==> config.mk <==
export PLATFORM = sky130hd
export DESIGN_NAME = output_port_scheduler
export DESIGN_NICKNAME = d
export VERILOG_FILES = /design/src/rtl/output_port_scheduler.sv
export SDC_FILE = /design/constraint.sdc
export NUM_CORES = 1
export LEC_CHECK = 0
export ABC_CLOCK_PERIOD_IN_PS = 3150
export BUFFER_PORTS_ARGS = -buffer_cell sky130_fd_sc_hd__buf_2
export CAP_MARGIN = 30
export CORE_MARGIN = 4
export CORE_UTILIZATION = 46
export DETAILED_ROUTE_END_ITERATION = 12
export GPL_TIMING_DRIVEN = 0
export PLACE_DENSITY = 0.86
export SLEW_MARGIN = 20
export SYNTH_ARGS = -nofsm -noshare
export SYNTH_HDL_FRONTEND = slang
export SYNTH_SLANG_ARGS = --single-unit
==> constraint.sdc <==
create_clock -name clk -period 3.15 [get_ports clk]
set_input_delay 0.4725 -clock clk [delete_from_list [all_inputs] [get_ports clk]]
set_output_delay 0.4725 -clock clk [all_outputs]
set_load 0.01 [all_outputs]
==> src/rtl/output_port_scheduler.sv <==
// Packet-aware round-robin scheduler for one output port; registered output one cycle after pop.
// OUT_READY=0 freezes pops, grant and counters; a granted source starved for STALL_MAX ready cycles is aborted.
module output_port_scheduler #(
  parameter int LEN_WIDTH = 8,
  parameter int STALL_MAX = 16
) (
  input  logic        clk,
  input  logic        rst,
  input  logic [32:0] NOBLOCKOBUF_FROM_1,
  input  logic [32:0] NOBLOCKOBUF_FROM_2,
  input  logic [32:0] NOBLOCKOBUF_FROM_3,
  input  logic [32:0] NOBLOCKOBUF_FROM_4,
  output logic [3:0]  POP,
  input  logic        OUT_READY,
  output logic [31:0] OUTPUT_PORT,
  output logic        OUT_VALID,
  output logic [1:0]  GRANT,
  output logic        BUSY,
  output logic        STALL_ERR
);

  localparam int SCW = $clog2(STALL_MAX + 1);
  localparam logic [SCW-1:0] STALL_LAST = SCW'(STALL_MAX - 1);

  typedef enum logic [1:0] {S_IDLE, S_HDR, S_PAY} state_t;

  state_t               r_state;
  state_t               w_state_nxt;
  logic [1:0]           r_rr_ptr;
  logic [1:0]           r_grant;
  logic                 r_busy;
  logic [LEN_WIDTH-1:0] r_remaining;
  logic [SCW-1:0]       r_stall_cnt;
  logic [31:0]          r_out_dat;
  logic                 r_out_vld;
  logic                 r_stall_err;

  logic [3:0]           w_vld;
  logic [31:0]          w_dat [4];
  logic                 w_found;
  logic [1:0]           w_pick;
  logic                 w_gnt_vld;
  logic [31:0]          w_gnt_dat;
  logic [LEN_WIDTH-1:0] w_hdr_len;
  logic                 w_active;
  logic                 w_pop;
  logic                 w_eop;
  logic                 w_stall;
  logic                 w_abort;

  assign w_vld    = {NOBLOCKOBUF_FROM_4[32], NOBLOCKOBUF_FROM_3[32],
                     NOBLOCKOBUF_FROM_2[32], NOBLOCKOBUF_FROM_1[32]};
  assign w_dat[0] = NOBLOCKOBUF_FROM_1[31:0];
  assign w_dat[1] = NOBLOCKOBUF_FROM_2[31:0];
  assign w_dat[2] = NOBLOCKOBUF_FROM_3[31:0];
  assign w_dat[3] = NOBLOCKOBUF_FROM_4[31:0];

  // Rotating scan: first valid buffer at or after rr_ptr, wrapping 3 -> 0.
  always_comb begin
    logic [1:0] idx;
    w_found = 1'b0;
    w_pick  = r_rr_ptr;
    for (int i = 0; i < 4; i++) begin
      idx = r_rr_ptr + 2'(i);
      if (!w_found && w_vld[idx]) begin
        w_found = 1'b1;
        w_pick  = idx;
      end
    end
  end

  assign w_gnt_vld = w_vld[r_grant];
  assign w_gnt_dat = w_dat[r_grant];
  assign w_hdr_len = w_gnt_dat[LEN_WIDTH-1:0];
  assign w_active  = (r_state != S_IDLE);
  assign w_pop     = w_active && w_gnt_vld && OUT_READY;
  assign w_eop     = w_pop && (((r_state == S_HDR) && (w_hdr_len == '0)) ||
                               ((r_state == S_PAY) && (r_remaining == LEN_WIDTH'(1))));
  assign w_stall   = w_active && OUT_READY && !w_gnt_vld;
  assign w_abort   = w_stall && (r_stall_cnt == STALL_LAST);

  assign POP         = w_pop ? (4'b0001 << r_grant) : 4'b0000;
  assign OUTPUT_PORT = r_out_dat;
  assign OUT_VALID   = r_out_vld;
  assign GRANT       = r_grant;
  assign BUSY        = r_busy;
  assign STALL_ERR   = r_stall_err;

  always_ff @(posedge clk or negedge rst) begin
    if (!rst) r_state <= S_IDLE;
    else      r_state <= w_state_nxt;
  end

  always_comb begin
    w_state_nxt = r_state;
    unique case (r_state)
      S_IDLE: if (w_found) w_state_nxt = S_HDR;
      S_HDR, S_PAY: begin
        if (w_eop || w_abort)                 w_state_nxt = S_IDLE;
        else if (w_pop && (r_state == S_HDR)) w_state_nxt = S_PAY;
      end
      default: w_state_nxt = S_IDLE;
    endcase
  end

  always_ff @(posedge clk or negedge rst) begin
    if (!rst) begin
      r_rr_ptr    <= 2'd0;
      r_grant     <= 2'd0;
      r_busy      <= 1'b0;
      r_remaining <= '0;
      r_stall_cnt <= '0;
      r_out_dat   <= 32'd0;
      r_out_vld   <= 1'b0;
      r_stall_err <= 1'b0;
    end else begin
      r_out_vld   <= w_pop;
      r_stall_err <= w_abort;
      if (w_pop) r_out_dat <= w_gnt_dat;

      if (r_state == S_IDLE) begin
        if (w_found) begin
          r_grant     <= w_pick;
          r_busy      <= 1'b1;
          r_stall_cnt <= '0;
        end
      end else if (w_pop) begin
        r_stall_cnt <= '0;
        r_remaining <= (r_state == S_HDR) ? w_hdr_len : (r_remaining - LEN_WIDTH'(1));
        if (w_eop) begin
          r_busy   <= 1'b0;
          r_rr_ptr <= r_grant + 2'd1;
        end
      end else if (w_abort) begin
        // Already-forwarded words stay forwarded; only the grant is released.
        r_busy      <= 1'b0;
        r_rr_ptr    <= r_grant + 2'd1;
        r_stall_cnt <= '0;
      end else if (w_stall) begin
        r_stall_cnt <= r_stall_cnt + SCW'(1);
      end
    end
  end

endmodule

# Word-level counts from Yosys, hierarchy flattened

Index checks and enable logic that the tools add are counted.

RAM bits: 0
Input port bits: 135
Flip-flop bits (word level): 54
Output and inout bits: 41
Logic and storage cells: 102
Bits in read-only memories: 0
Memories kept: 0
Bits in latches: 0

Reductions and logical operators: 31
Multiplexer cells: 39
Eq/ne operators: 8
Bitwise operators: 2
Magnitude comparators: 6
Add/subtract/negate cells: 6
Shift operators: 1
Divide/modulo/power cells: 0
$mul: 0

Operator list:

| kind                | number |
|---|---|
| $bmux 32 s2         | 1 |
| $mux 32             | 2 |
| $mux 5              | 5 |
| $mux 2              | 9 |
| $lt 2x3->1 const B  | 5 |
| $mux 1              | 14 |
| $logic_and 1x1->1   | 12 |
| $bmux 1 s2          | 5 |
| $eq 8x1->1 const B  | 1 |
| $logic_not 8->1     | 1 |
| $mux 8              | 1 |
| $reduce_and 2->1    | 4 |
| $sub 8x1->8 const B | 1 |
| $reduce_and 3->1    | 2 |
| $add 5x1->5 const B | 1 |
| $eq 5x4->1 const B  | 1 |
| $add 2x1->2 const B | 2 |
| $add 2x2->2 const B | 2 |
| $logic_not 1->1     | 4 |
| $mux 4              | 1 |
| $pmux 2 s2          | 1 |
| $reduce_bool 2->1   | 2 |
| $reduce_bool 4->1   | 1 |
| $shl 1x2->4 const A | 1 |
| 13 further kinds    | 14 |

# Longest topological paths before layout

Depth in word-level cells: 14
Depth in mapped cells: 9
Depth with buffers taken out: 9

# Worst setup path before layout

No wires, ideal clock.

Path kind: flip-flop to flip-flop
From: register r_grant[0] (netlist: GRANT[0])
To: register r_rr_ptr[1]
Path buffers: 1
Arrival time: 2.505 ns
Stages on the path, launching flop included: 7
Clock period less this slack: 2.633 ns
Slack: 0.517 ns
Path through: dfrtp_1 > buf_6 > mux4_2 > or4_1 > a2111o_1 > a21oi_4 > mux2_1

Cells in the longest elaborated chain, start to end: 10

RTL lines:

| what                                        | line | source |
|---|---|---|
| start, declared                             | 30   | `logic [1:0] r_grant;` |
| start signal, assigned                      | 123  | `r_grant <= w_pick;` |
| $not 2->3 (not written as such)             | 73   | `assign w_gnt_dat = w_dat[r_grant];` |
| $bmux 32 s2                                 | 73   |  |
| $mux 32 (not written as such) (2 in series) | 73   |  |
| $logic_not 8->1                             | 77   | `assign w_eop = w_pop && (((r_state == S_HDR) && (w_hdr_len == '0)) \|\|` |
| $logic_and 1x1->1                           | 77   |  |
| $logic_or 1x1->1                            | 77   |  |
| $logic_and 1x1->1                           | 77   |  |
| $ne 2x1->1 (no line)                        | --   |  |
| $reduce_and 3->1 (no line)                  | --   |  |
| end signal, assigned                        | 132  | `r_rr_ptr <= r_grant + 2'd1;` |
| end signal, assigned                        | 137  | `r_rr_ptr <= r_grant + 2'd1;` |
| end, declared                               | 29   | `logic [1:0] r_rr_ptr;` |

Parallel ways exist; a longest one is shown, timed or not. The select of a mux whose other input is x is not followed.
A chain may end at the register's enable or synchronous reset.

# Worst setup path in the final report

From: register r_grant[1] (netlist: GRANT[1])
To: output POP[1]

Cells in the longest elaborated chain, start to end: 5

RTL lines:

| what                            | line | source |
|---|---|---|
| $bmux 1 s2                      | 72   | `assign w_gnt_vld = w_vld[r_grant];` |
| $mux 1 (not written as such)    | 72   |  |
| $logic_and 1x1->1 (2 in series) | 76   | `assign w_pop = w_active && w_gnt_vld && OUT_READY;` |
| $mux 4 (*)                      | 82   | `assign POP = w_pop ? (4'b0001 << r_grant) : 4'b0000;` |
| end, declared                   | 13   | `output logic [3:0] POP,` |

Mark *: on every way between the ends. The rest lies on a longest branch, timed or not. The select of a mux whose other input is x is not followed.

==> flow_summary.json <==
{
  "antenna_cells": 0,
  "grt_usage_pct": 24.12,
  "yosysSeqAreaShare_pct": 40.42,
  "gp_congestion": 0.8529,
  "hpwl_um": 8550,
  "die_area_um2": 8696,
  "crit_family": "buffers and inverters",
  "slew_viol_final": 0,
  "yosysWarnings": 0,
  "syn_area_um2": 3343,
  "path_class": "reg -> out",
  "crit_required_ns": 2.68,
  "cp-end-kind": "output pin",
  "drt_iter0_markers": 262,
  "ir_worst_vdd_uv": 384.6,
  "cts_sinks": 54,
  "cp_slowest_stage_delay_ns": 0.49,
  "fin_ws_ns": 0.2044,
  "firstDrtPassIters": 9,
  "grt_pass1_vias": 3498,
  "layout.nets": 654,
  "cp_num_buf_inv": 5,
  "ant_nets": 0,
  "power_leakage_nw": 2.270,
  "hold_violations": 0,
  "clk_latency_ns": 0.30,
  "area_growth_syn_to_layout_pct": 33.05,
  "period_needed_ns": 2.946,
  "rsz0062_at_grt": "no",
  "htree_levels": 2,
  "fmax_mhz": 339.5,
  "async_flop_share_pct": 100.0,
  "clock_path_buffers": 2,
  "grt_pass1_wl_um": 16580,
  "skew_ns": 0.006545,
  "cp_common_cell": "buf_2",
  "synth_nets": 473,
  "powerDensity_nw_per_um2": 771.5,
  "synth_cell_type_count": 42,
  "wl_um": 10220,
  "drc": 1,
  "final.period_utilization_pct": 93.51,
  "avgSynthCellArea_um2": 10.22,
  "cts_tree": "built",
  "wl_per_cell_um": 16.89,
  "outcome": "finished with violations",
  "postCtsSetupBuffers": 0,
  "port-buffer-count": 175,
  "layout-drive-gt1-share_pct": 44.01,
  "synth_ff_type": "dfrtp_1",
  "setup_viol": 0,
  "die_height_um": 93.25,
  "cts-root-buf": "clkbuf_8",
  "hp-class": "in -> async",
  "synth_seq_cells": 54,
  "dp_slack_ns": 0.1037,
  "maxCapViolations": 0,
  "worst_pin_slew_ns": 0.6862,
  "core_um2": 6944,
  "vias": 3329,
  "violations": "design-rule violations",
  "final_common_cell": "buf_2",
  "final_cell_mix": "buf_2, nand2_1, dfrtp_1, mux4_2, nor2_1",
  "grt_overflow_total": 0,
  "fillerInstances": 565,
  "slew_headroom_pct": 54.25,
  "viasPerCell": 5.502,
  "core.rowCount": 30,
  "die_w_um": 93.25,
  "initial_utilization_pct": 48.14,
  "cp_cell_sequence": "clkbuf_2 > clkbuf_1 > buf_2 > inv_1 > ha_1 > and2_1 > buf_2",
  "cp-start-kind": "flop",
  "cp_data_arrival_time_ns": 2.47,
  "antenna_found_initial": 0,
  "slowest_stage": "clkbuf_1",
  "cp_max_fo": 10,
  "cts_buffers": 5,
  "grt_max_degree": 55,
  "path_clk_slew_ns": 0.09,
  "netlist_instances": 327,
  "ios": 176,
  "tns_ns": 0,
  "synth_edf_count": 0
}
==> synth_stat cells (all sizes together) (3+ instances only) <==
cell,number,share of area [%]
inv,12,1.3
nand2,102,11
a221o,3,0.90
ha,11,4.1
or3,4,0.75
a22oi,3,0.67
o22ai,5,0.94
o21ai,10,1.5
mux4,32,22
dfrtp,54,40
mux2,4,1.3
nand4,3,0.56
xor2,3,0.79
nand3,5,0.75
nor2,17,1.9
a21oi,12,2.1
buf,6,0.97
clkbuf,11,1.2
and2,5,0.94
nor3,3,0.45
o2bb2ai,3,0.79
==> logic make-up after synthesis <==
logic type / after synthesis / synth area share (%)
AOI/OAI and AO/OA: 44 / 8.870
xor gates and xnor gates: 3 / 0.7861
adders and majority gates: 11 / 4.117
buffers and inverters: 29 / 3.555
DFF: 54 / 40.42
muxes: 37 / 23.32
and+or+nand+nor: 149 / 18.94
==> cell type report <==
class                           instances  area (um^2)  area share [%]
Clock inverter                          1        30.03          0.6751
Clock buffer                            7        76.32           1.716
Multi-Input combinational cell        244         1873           42.11
Buffer                                 16        72.57           1.632
Inverter                               12        45.04           1.013
Sequential cell                        54         1353           30.41
Timing Repair Buffer                  175        878.3           19.75
Tap cell                               96        120.1           2.700
==> metal layers <==
layer	global-route usage, %	routed length (um)
met1	29.87	3657
met2	41.99	5444
met3	3.942	824
met4	9.524	289
met5	0	0
==> worst register-to-register path: stages (launching register included) <==
cell      delay (ns)
dfrtp_1         0.41
clkbuf_2        0.30
clkbuf_1        0.50
mux2i_1         0.37
nand3_1         0.13
a2111o_1        0.46
a21oi_4         0.25
mux2_1          0.34
==> registers in the layout, summed over array words and instances, names as in the netlist <==
| name | flops |
|---|---|
| BUSY | 1 |
| GRANT | 2 |
| OUTPUT_PORT | 32 |
| OUT_VALID | 1 |
| STALL_ERR | 1 |
| r_remaining | 8 |
| r_rr_ptr | 2 |
| r_stall_cnt | 5 |
| r_state | 2 |
==> timing repair <==
action / CTS / global route
gates resized for setup: 3 / 0
setup endpoints to repair: 4 / 4
hold buffers: 0 / 0
gates cloned: 0 / 0
==> worst paths after layout <==
kind                                                   from                           to  slack [ns]  cells past startpoint
worst max register to register         GRANT[1]$_DFFE_PN0P_      r_rr_ptr[1]$_DFFE_PN0P_        0.29                      7
worst min register to register  OUTPUT_PORT[29]$_DFFE_PN0P_  OUTPUT_PORT[29]$_DFFE_PN0P_        0.48                      2
worst max-delay path                   GRANT[1]$_DFFE_PN0P_                       POP[1]        0.20                      7
max in group asynchronous                               rst         GRANT[0]$_DFFE_PN0P_        2.47                      1
worst min-delay path                                    rst             BUSY$_DFFE_PN0P_        0.19                      1
min in group clk                OUTPUT_PORT[29]$_DFFE_PN0P_  OUTPUT_PORT[29]$_DFFE_PN0P_        0.48                      2
==> per-stage QoR <==
| stage | utilization, % | total power (W) | cells | instance area, um^2 | hold WS [ns] |
|---|---|---|---|---|---|
| after floorplan | - | 0.002355 | 327 | 3343 | 0.1769 |
| after global placement | 62.49 | 0.002919 | 598 | 4339 | 0.4543 |
| after detailed placement | 62.52 | 0.002989 | 598 | 4342 | 0.4579 |
| after CTS | 64.11 | 0.003450 | 606 | 4452 | 0.2139 |
| after global routing | 64.05 | 0.003716 | 605 | 4448 | 0.2449 |
| final | 64.05 | 0.003431 | 605 | 4448 | 0.1861 |
==> where the power goes <==
group	internal [W]	switching (W)	leakage, nW
Clock	0.000238	0.000217	0.0524
Combinational	0.000815	0.000995	1.54
Sequential	0.000968	0.000198	0.675
Total	0.00202	0.00141	2.27
(Power assumes the default switching activity.)
